[config.mk]
export PLATFORM = sky130hd
export DESIGN_NAME = seq_alu
export DESIGN_NICKNAME = d
export VERILOG_FILES = /design/src/rtl/alu_pkg.sv /design/src/rtl/seq_alu_iter.sv /design/src/rtl/seq_alu.sv
export SDC_FILE = /design/constraint.sdc
export NUM_CORES = 1
export LEC_CHECK = 0
export CELL_PAD_IN_SITES_DETAIL_PLACEMENT = 2
export CELL_PAD_IN_SITES_GLOBAL_PLACEMENT = 2
export CORE_MARGIN = 5
export CORE_UTILIZATION = 35
export DETAILED_ROUTE_END_ITERATION = 10
export PLACE_DENSITY = 0.78
export SLEW_MARGIN = 30
export SYNTH_ARGS = -nofsm -noshare
export SYNTH_HDL_FRONTEND = slang
export SYNTH_SLANG_ARGS = --single-unit
[constraint.sdc]
create_clock -name clk -period 7.6 [get_ports clk]
set_input_delay 2.28 -clock clk [delete_from_list [all_inputs] [get_ports clk]]
set_output_delay 2.28 -clock clk [all_outputs]
set_load 0.02 [all_outputs]
[src/rtl/alu_pkg.sv]
// Shared definitions for the sequential ALU: opcode encodings, flag bit
// positions and the controller state encoding.
package alu_pkg;

  localparam logic [5:0] ALU_ADD = 6'd0;
  localparam logic [5:0] ALU_SUB = 6'd1;
  localparam logic [5:0] ALU_AND = 6'd2;
  localparam logic [5:0] ALU_OR  = 6'd3;
  localparam logic [5:0] ALU_XOR = 6'd4;
  localparam logic [5:0] ALU_NOT = 6'd5;
  localparam logic [5:0] ALU_LSL = 6'd6;
  localparam logic [5:0] ALU_LSR = 6'd7;
  localparam logic [5:0] ALU_RSL = 6'd8;
  localparam logic [5:0] ALU_RSR = 6'd9;
  localparam logic [5:0] ALU_INC = 6'd10;
  localparam logic [5:0] ALU_DEC = 6'd11;
  localparam logic [5:0] ALU_CMP = 6'd12;
  localparam logic [5:0] ALU_TST = 6'd13;
  localparam logic [5:0] ALU_MUL = 6'd14;
  localparam logic [5:0] ALU_DIV = 6'd15;
  localparam logic [5:0] ALU_MOD = 6'd16;
  localparam logic [5:0] ALU_NOP = 6'd17;

  localparam int FLAG_Z = 3;
  localparam int FLAG_N = 2;
  localparam int FLAG_C = 1;
  localparam int FLAG_O = 0;

  typedef enum logic [1:0] {
    IDLE = 2'd0,
    ITER = 2'd1,
    FIN  = 2'd2
  } state_t;

  function automatic logic is_iter_op(input logic [5:0] op);
    return (op == ALU_MUL) || (op == ALU_DIV) || (op == ALU_MOD);
  endfunction

endpackage

[src/rtl/seq_alu_iter.sv]
// Iterative datapath: shift-add multiply and restoring divide, one step per
// cycle for WIDTH cycles after load. {hi,lo} is product or {remainder,quotient}.
module seq_alu_iter
  import alu_pkg::*;
#(
  parameter int WIDTH = 16,
  parameter int CNT_W = $clog2(WIDTH) + 1
) (
  input  logic             clk,
  input  logic             rst,
  input  logic             load,
  input  logic [5:0]       op,
  input  logic [WIDTH-1:0] a,
  input  logic [WIDTH-1:0] b,
  output logic [WIDTH-1:0] lo,
  output logic [WIDTH-1:0] hi,
  output logic             last
);

  logic [WIDTH-1:0] opa;
  logic [WIDTH-1:0] opb;
  logic             is_mul;
  logic [CNT_W-1:0] cnt;

  logic [WIDTH:0]   add_sum;
  logic [WIDTH:0]   shifted;
  logic [WIDTH:0]   trial;
  logic [WIDTH-1:0] nxt_hi;
  logic [WIDTH-1:0] nxt_lo;

  always_comb begin
    // NOTE: every variable gets a default first so no path leaves one unassigned (no latch).
    nxt_hi  = hi;
    nxt_lo  = lo;
    add_sum = {1'b0, hi} + (lo[0] ? {1'b0, opa} : '0);
    shifted = {hi, lo[WIDTH-1]};
    trial   = shifted - {1'b0, opb};
    if (is_mul) begin
      nxt_hi = add_sum[WIDTH:1];
      nxt_lo = {add_sum[0], lo[WIDTH-1:1]};
    end else if (!trial[WIDTH]) begin
      // Partial remainder >= divisor: keep the subtraction, quotient bit 1.
      nxt_hi = trial[WIDTH-1:0];
      nxt_lo = {lo[WIDTH-2:0], 1'b1};
    end else begin
      nxt_hi = shifted[WIDTH-1:0];
      nxt_lo = {lo[WIDTH-2:0], 1'b0};
    end
  end

  always_ff @(posedge clk) begin
    // NOTE: state is updated with non-blocking (<=) so all registers sample pre-edge values.
    if (rst) begin
      opa    <= '0;
      opb    <= '0;
      is_mul <= 1'b0;
      hi     <= '0;
      lo     <= '0;
      cnt    <= '0;
    end else if (load) begin
      opa    <= a;
      opb    <= b;
      is_mul <= (op == ALU_MUL);
      hi     <= '0;
      lo     <= (op == ALU_MUL) ? b : a;
      cnt    <= CNT_W'(WIDTH);
    end else if (cnt != '0) begin
      hi  <= nxt_hi;
      lo  <= nxt_lo;
      cnt <= cnt - CNT_W'(1);
    end
  end

  assign last = (cnt == CNT_W'(1));

endmodule

[src/rtl/seq_alu.sv]
// Multi-cycle ALU with start/busy/done handshake. Single-cycle ops finish in
// IDLE; MUL/DIV/MOD hand off to seq_alu_iter and finish through FIN.
module seq_alu
  import alu_pkg::*;
#(
  parameter int WIDTH = 16,
  parameter int CNT_W = $clog2(WIDTH) + 1
) (
  input  logic             clk,
  input  logic             rst,
  input  logic             start,
  input  logic [5:0]       opcode,
  input  logic [WIDTH-1:0] a,
  input  logic [WIDTH-1:0] b,
  output logic             busy,
  output logic             done,
  output logic [WIDTH-1:0] result,
  output logic [3:0]       flags,
  output logic             err
);

  localparam logic [WIDTH-1:0] W_LIT = WIDTH[WIDTH-1:0];

  state_t state, state_next;
  logic [5:0] op_q;

  logic iter_load, iter_last, fire, fin;
  logic is_div, div0;
  logic [WIDTH-1:0] iter_lo, iter_hi;

  logic [WIDTH:0]   add_ext, sub_ext, inc_ext, dec_ext, lsl_ext, lsr_ext;
  logic [WIDTH-1:0] rot_amt, rsl_val, rsr_val;

  logic [WIDTH-1:0] res_val, sc_result, fin_result;
  logic [3:0]       sc_flags, fin_flags;
  logic             c_f, o_f, wr_res, wr_flg;

  seq_alu_iter #(.WIDTH(WIDTH), .CNT_W(CNT_W)) u_iter (
    .clk  (clk),
    .rst  (rst),
    .load (iter_load),
    .op   (opcode),
    .a    (a),
    .b    (b),
    .lo   (iter_lo),
    .hi   (iter_hi),
    .last (iter_last)
  );

  assign is_div  = (opcode == ALU_DIV) || (opcode == ALU_MOD);
  assign div0    = is_div && (b == '0);
  assign add_ext = {1'b0, a} + {1'b0, b};
  assign sub_ext = {1'b0, a} - {1'b0, b};
  assign inc_ext = {1'b0, a} + (WIDTH+1)'(1);
  assign dec_ext = {1'b0, a} - (WIDTH+1)'(1);
  assign lsl_ext = {1'b0, a} << b;
  assign lsr_ext = {a, 1'b0} >> b;
  assign rot_amt = b % W_LIT;
  assign rsl_val = (a << rot_amt) | (a >> (W_LIT - rot_amt));
  assign rsr_val = (a >> rot_amt) | (a << (W_LIT - rot_amt));
  assign busy    = (state != IDLE);

  always_ff @(posedge clk) begin
    if (rst) state <= IDLE;
    else     state <= state_next;
  end

  always_comb begin
    state_next = state;
    iter_load  = 1'b0;
    fire       = 1'b0;
    fin        = 1'b0;
    case (state)
      IDLE: if (start) begin
        if (is_iter_op(opcode) && !div0) begin
          iter_load  = 1'b1;
          state_next = ITER;
        end else begin
          fire = 1'b1;
        end
      end
      ITER: if (iter_last) state_next = FIN;
      FIN: begin
        fin        = 1'b1;
        state_next = IDLE;
      end
      default: state_next = IDLE;
    endcase
  end

  // Single-cycle ops; the rotate carry is the bit that wrapped around.
  always_comb begin
    res_val = result;
    c_f     = 1'b0;
    o_f     = 1'b0;
    wr_res  = 1'b0;
    wr_flg  = 1'b0;
    case (opcode)
      ALU_ADD: begin
        res_val = add_ext[WIDTH-1:0];
        c_f     = add_ext[WIDTH];
        o_f     = (a[WIDTH-1] == b[WIDTH-1]) && (add_ext[WIDTH-1] != a[WIDTH-1]);
        {wr_res, wr_flg} = 2'b11;
      end
      ALU_SUB, ALU_CMP: begin
        res_val = sub_ext[WIDTH-1:0];
        c_f     = sub_ext[WIDTH];
        o_f     = (a[WIDTH-1] != b[WIDTH-1]) && (sub_ext[WIDTH-1] != a[WIDTH-1]);
        wr_res  = (opcode == ALU_SUB);
        wr_flg  = 1'b1;
      end
      ALU_INC: begin
        res_val = inc_ext[WIDTH-1:0];
        c_f     = inc_ext[WIDTH];
        o_f     = !a[WIDTH-1] && inc_ext[WIDTH-1];
        {wr_res, wr_flg} = 2'b11;
      end
      ALU_DEC: begin
        res_val = dec_ext[WIDTH-1:0];
        c_f     = dec_ext[WIDTH];
        o_f     = a[WIDTH-1] && !dec_ext[WIDTH-1];
        {wr_res, wr_flg} = 2'b11;
      end
      ALU_AND: begin res_val = a & b; {wr_res, wr_flg} = 2'b11; end
      ALU_OR:  begin res_val = a | b; {wr_res, wr_flg} = 2'b11; end
      ALU_XOR: begin res_val = a ^ b; {wr_res, wr_flg} = 2'b11; end
      ALU_NOT: begin res_val = ~a;    {wr_res, wr_flg} = 2'b11; end
      ALU_TST: begin res_val = a & b; wr_flg = 1'b1; end
      ALU_LSL: begin
        res_val = lsl_ext[WIDTH-1:0];
        c_f     = lsl_ext[WIDTH];
        {wr_res, wr_flg} = 2'b11;
      end
      ALU_LSR: begin
        res_val = lsr_ext[WIDTH:1];
        c_f     = lsr_ext[0];
        {wr_res, wr_flg} = 2'b11;
      end
      ALU_RSL: begin
        res_val = rsl_val;
        c_f     = rsl_val[0];
        {wr_res, wr_flg} = 2'b11;
      end
      ALU_RSR: begin
        res_val = rsr_val;
        c_f     = rsr_val[WIDTH-1];
        {wr_res, wr_flg} = 2'b11;
      end
      ALU_DIV, ALU_MOD: if (div0) begin
        res_val = (opcode == ALU_DIV) ? '1 : a;
        o_f     = 1'b1;
        {wr_res, wr_flg} = 2'b11;
      end
      default: ;
    endcase

    sc_result = wr_res ? res_val : result;
    sc_flags  = flags;
    if (wr_flg) begin
      sc_flags[FLAG_Z] = (res_val == '0) && !div0;
      sc_flags[FLAG_N] = res_val[WIDTH-1];
      sc_flags[FLAG_C] = c_f;
      sc_flags[FLAG_O] = o_f;
    end
  end

  always_comb begin
    fin_result        = (op_q == ALU_MOD) ? iter_hi : iter_lo;
    fin_flags         = '0;
    fin_flags[FLAG_Z] = (fin_result == '0);
    fin_flags[FLAG_N] = fin_result[WIDTH-1];
    fin_flags[FLAG_C] = (op_q == ALU_MUL) && (iter_hi != '0);
    fin_flags[FLAG_O] = (op_q == ALU_MUL) && (iter_hi != '0);
  end

  always_ff @(posedge clk) begin
    if (rst) begin
      op_q   <= '0;
      done   <= 1'b0;
      result <= '0;
      flags  <= '0;
      err    <= 1'b0;
    end else begin
      done <= 1'b0;
      err  <= 1'b0;
      if (iter_load) op_q <= opcode;
      if (fire) begin
        done   <= 1'b1;
        result <= sc_result;
        flags  <= sc_flags;
        err    <= div0;
      end else if (fin) begin
        done   <= 1'b1;
        result <= fin_result;
        flags  <= fin_flags;
      end
    end
  end

endmodule

==> flow_metrics.tcl <==
set metrics [dict create \
    path_max_fanout 15 \
    async_flop_share_pct 0 \
    maxClockFrequency_ghz 0.154 \
    setup_repair_after_global_routing_missed_its_margin "false" \
    cts-buffers-inserted 9 \
    slew-limit-headroom_pct 34.0 \
    design.final.nets 2023 \
    die-area_sq_mm 0.0435 \
    avgRoutedWirePerCell_um 31.0 \
    finalWeightedCongestion 1.02 \
    area_of_combinational_cells_with_multiple_inputs_sq_mm 0.0108 \
    ir_drop_mv 0.220 \
    io_buffers 63 \
    post_drt_via_cell_ratio 6.73 \
    pwr_density_cell_mw_per_mm2 189 \
    grt_start_max_net_pins 83 \
    antenna_cells 0 \
    cts.repair_timing.setup_buffer_count 0 \
    grt_antenna_before_repair 1 \
    critPathLaunchType "input pin" \
    worst-setup-path-type "in2reg" \
    clock_tree.root_cell "clkbuf_16" \
    post_synth_inst_count 1894 \
    syn_area_sq_mm 0.0138 \
    vias 16200 \
    detailed_place_hpwl_mm 57.1 \
    yosysSeqAreaShare_pct 14.5 \
    clock_insertion_delay_worst_skew_ns 0.37 \
    mappedNetlistNets 2028 \
    report.final.hold_viol_count 0 \
    worst_setup_path_end_kind "register" \
    clock_sinks 100 \
    cap_viol_max_count 0 \
    finalSetupViolations 0 \
    yosys_register_bits 100 \
    post_synth.cell_area_avg_sq_um 7.28 \
    status "completed" \
    commonest_cells_after_routing_fill_and_taps_aside "nand2_1 (214), nor2_1 (174), a21oi_1 (142), o21ai_0 (107), dfxtp_1 (99)" \
    ff_latch_area_sq_mm 0.00200 \
    min_period_over_period_pct 85.7 \
    final_layout_size_suffix_gt1_share_pct 10.8 \
    final.setup_skew_ns 0.0116 \
    clk_path_buf_depth 2 \
    flow.area_growth_from_synthesis_pct 11.1 \
    final_common_cell "nand2_1" \
    synth.distinct_cells 93 \
    edff_count_synth 0 \
    dieWidth_um 208 \
    cts.htree.levels 3 \
    post_cts_hold_buffer_count 0 \
    cp_data_arrival_time_ns 6.73 \
    start_util_pct 35.5 \
    drt_pre_antenna_iters 5 \
    max_slew_violations 0 \
    synthFlopType "dfxtp_1" \
    die_h_um 208 \
    ys_warn_count 0 \
    final_antenna_net_count 0 \
    holdCritPathClass "reg2reg" \
    tightestPinTransition_ns 0.981 \
    cts_tree "yes" \
    grt_use_total_pct 32.8 \
    global_route_wire_length_before_repair_mm 110 \
    initialDrtViolationCount 1643 \
    finalWorstPathRequiredPeriod_ns 6.51 \
    grt_pass1_vias 16500 \
    count_of_standard_cell_rows 72 \
    clk_pin_slew_ns 0.08 \
    globalRouteOverflowTotal 0 \
    fill_cells 4538 \
    leakage_nw 5.68 \
    totalWireLength_mm 74.9 \
    post_cts_resize_count 0 \
    drc 0 \
    timing.critical_path.required_ns 7.81 \
    setup-tns-final_ns 0 \
    io_pins 64 \
    power.total_w 0.00290 \
    design.core.area_sq_mm 0.0388 \
]
==> layout make-up <==
type / count / area share, %
inverter: 81 / 1.98
tap: 518 / 4.23
timing repair buffer: 147 / 8.09
sequential: 100 / 13.1
clock buffer: 10 / 1.49
clock inverter: 6 / 0.506
multi-input combinational: 1550 / 70.6
==> flip-flops by register name, summed over array words and instances, names as in the netlist <==
register,cells
u_iter.opa,16
done,1
op_q,6
u_iter.is_mul,1
u_iter.opb,16
result,16
err,1
state,2
u_iter.lo,16
u_iter.hi,16
u_iter.cnt,5
flags,4
==> synthesized netlist by cell type, drive strengths merged, types with 7 or more instances <==
cell type    n  area, sq um
nand2      215          807
nor2       176          661
a21oi      142          711
clkbuf     111          417
o21ai      110          551
dfxtp      100         2000
ha          89         1110
mux2i       88          881
inv         81          304
nor3        61          315
nand3       54          270
buf         52          284
a211oi      51          395
mux4        39          886
nor4        32          213
o22ai       31          194
xnor2       28          245
and2        27          169
mux2        25          289
a311oi      23          201
nand2b      22          138
or3         21          131
o211ai      20          150
a31oi       19          119
xor2        19          166
nand4       17          106
a221oi      15          131
a2111oi     13          114
and3        12         75.1
nor2b       12         75.1
a21o         9         67.6
o31ai        9         67.6
o32ai        9         86.3
or2          9         56.3
nor4b        8         70.1
or4          8         63.8
o21a         7         52.6
==> per-layer routing <==
| metal | routed length (um) | up-vias | GRT usage, % |
|---|---|---|---|
| met1 | 33100 | 8257 | 47.2 |
| met3 | 6170 | 135 | 4.70 |
| met4 | 2540 | 2 | 10.1 |
| li1 | - | 7057 | - |
| met5 | 13 | - | 0 |
| met2 | 33100 | 790 | 50.7 |
==> power breakdown <==
part           internal (W)  total (W)  switching, W
Sequential         0.000588   0.000698      0.000109
Combinational      0.000647    0.00169       0.00105
Clock              0.000263   0.000505      0.000242
Total               0.00150    0.00290       0.00140
==> per-stage QoR <==
| step | setup WS, ns | hold slack, ns | utilization (%) | std cells | instance area, sq um |
|---|---|---|---|---|---|
| after floorplan | 1.78 | 0.431 | - | 1894 | 13800 |
| after global placement | 1.02 | 0.441 | 38.6 | 2396 | 15000 |
| after detailed placement | 0.965 | 0.449 | 38.6 | 2396 | 15000 |
| after CTS | 1.22 | 0.461 | 39.4 | 2412 | 15300 |
| after global routing | 0.954 | 0.483 | 39.5 | 2412 | 15300 |
| final | 1.09 | 0.455 | 39.5 | 2412 | 15300 |
==> worst paths after layout <==
| kind | from | slack (ns) | cells past startpoint | end |
|---|---|---|---|---|
| setup / recovery | a[3] | 1.09 | 13 | flags[2] |
| hold / removal | u_iter.opa[2] | 0.45 | 2 | u_iter.opa[2] |
| setup reg to reg | u_iter.lo[0] | 3.15 | 14 | u_iter.hi[15] |
| hold reg to reg | u_iter.opa[2] | 0.45 | 2 | u_iter.opa[2] |
==> cells by family (layout without fill, tap and decap cells) <==
group | Yosys count | in the layout | synth area share (%)
simple gates | 699 | 699 | 24.4
compound gates | 559 | 559 | 27.2
buf+inv | 244 | 244 | 7.29
mux | 152 | 152 | 14.9
flops | 100 | 100 | 14.5
fa+ha+maj | 93 | 93 | 8.66
xor+xnor | 47 | 47 | 2.99
==> critical path, stage by stage <==
cell,delay (ns)
clkdlybuf4s50_1,0.78
or3_1,0.60
nor4_1,0.64
nor3b_1,0.47
and3_1,0.23
ha_1,0.23
a221oi_1,0.28
nand4_1,0.13
nor4_1,0.38
o211ai_1,0.18
o32ai_1,0.24
or2_2,0.20
o31ai_1,0.08
Note: power is estimated with default switching activity, not from simulation.
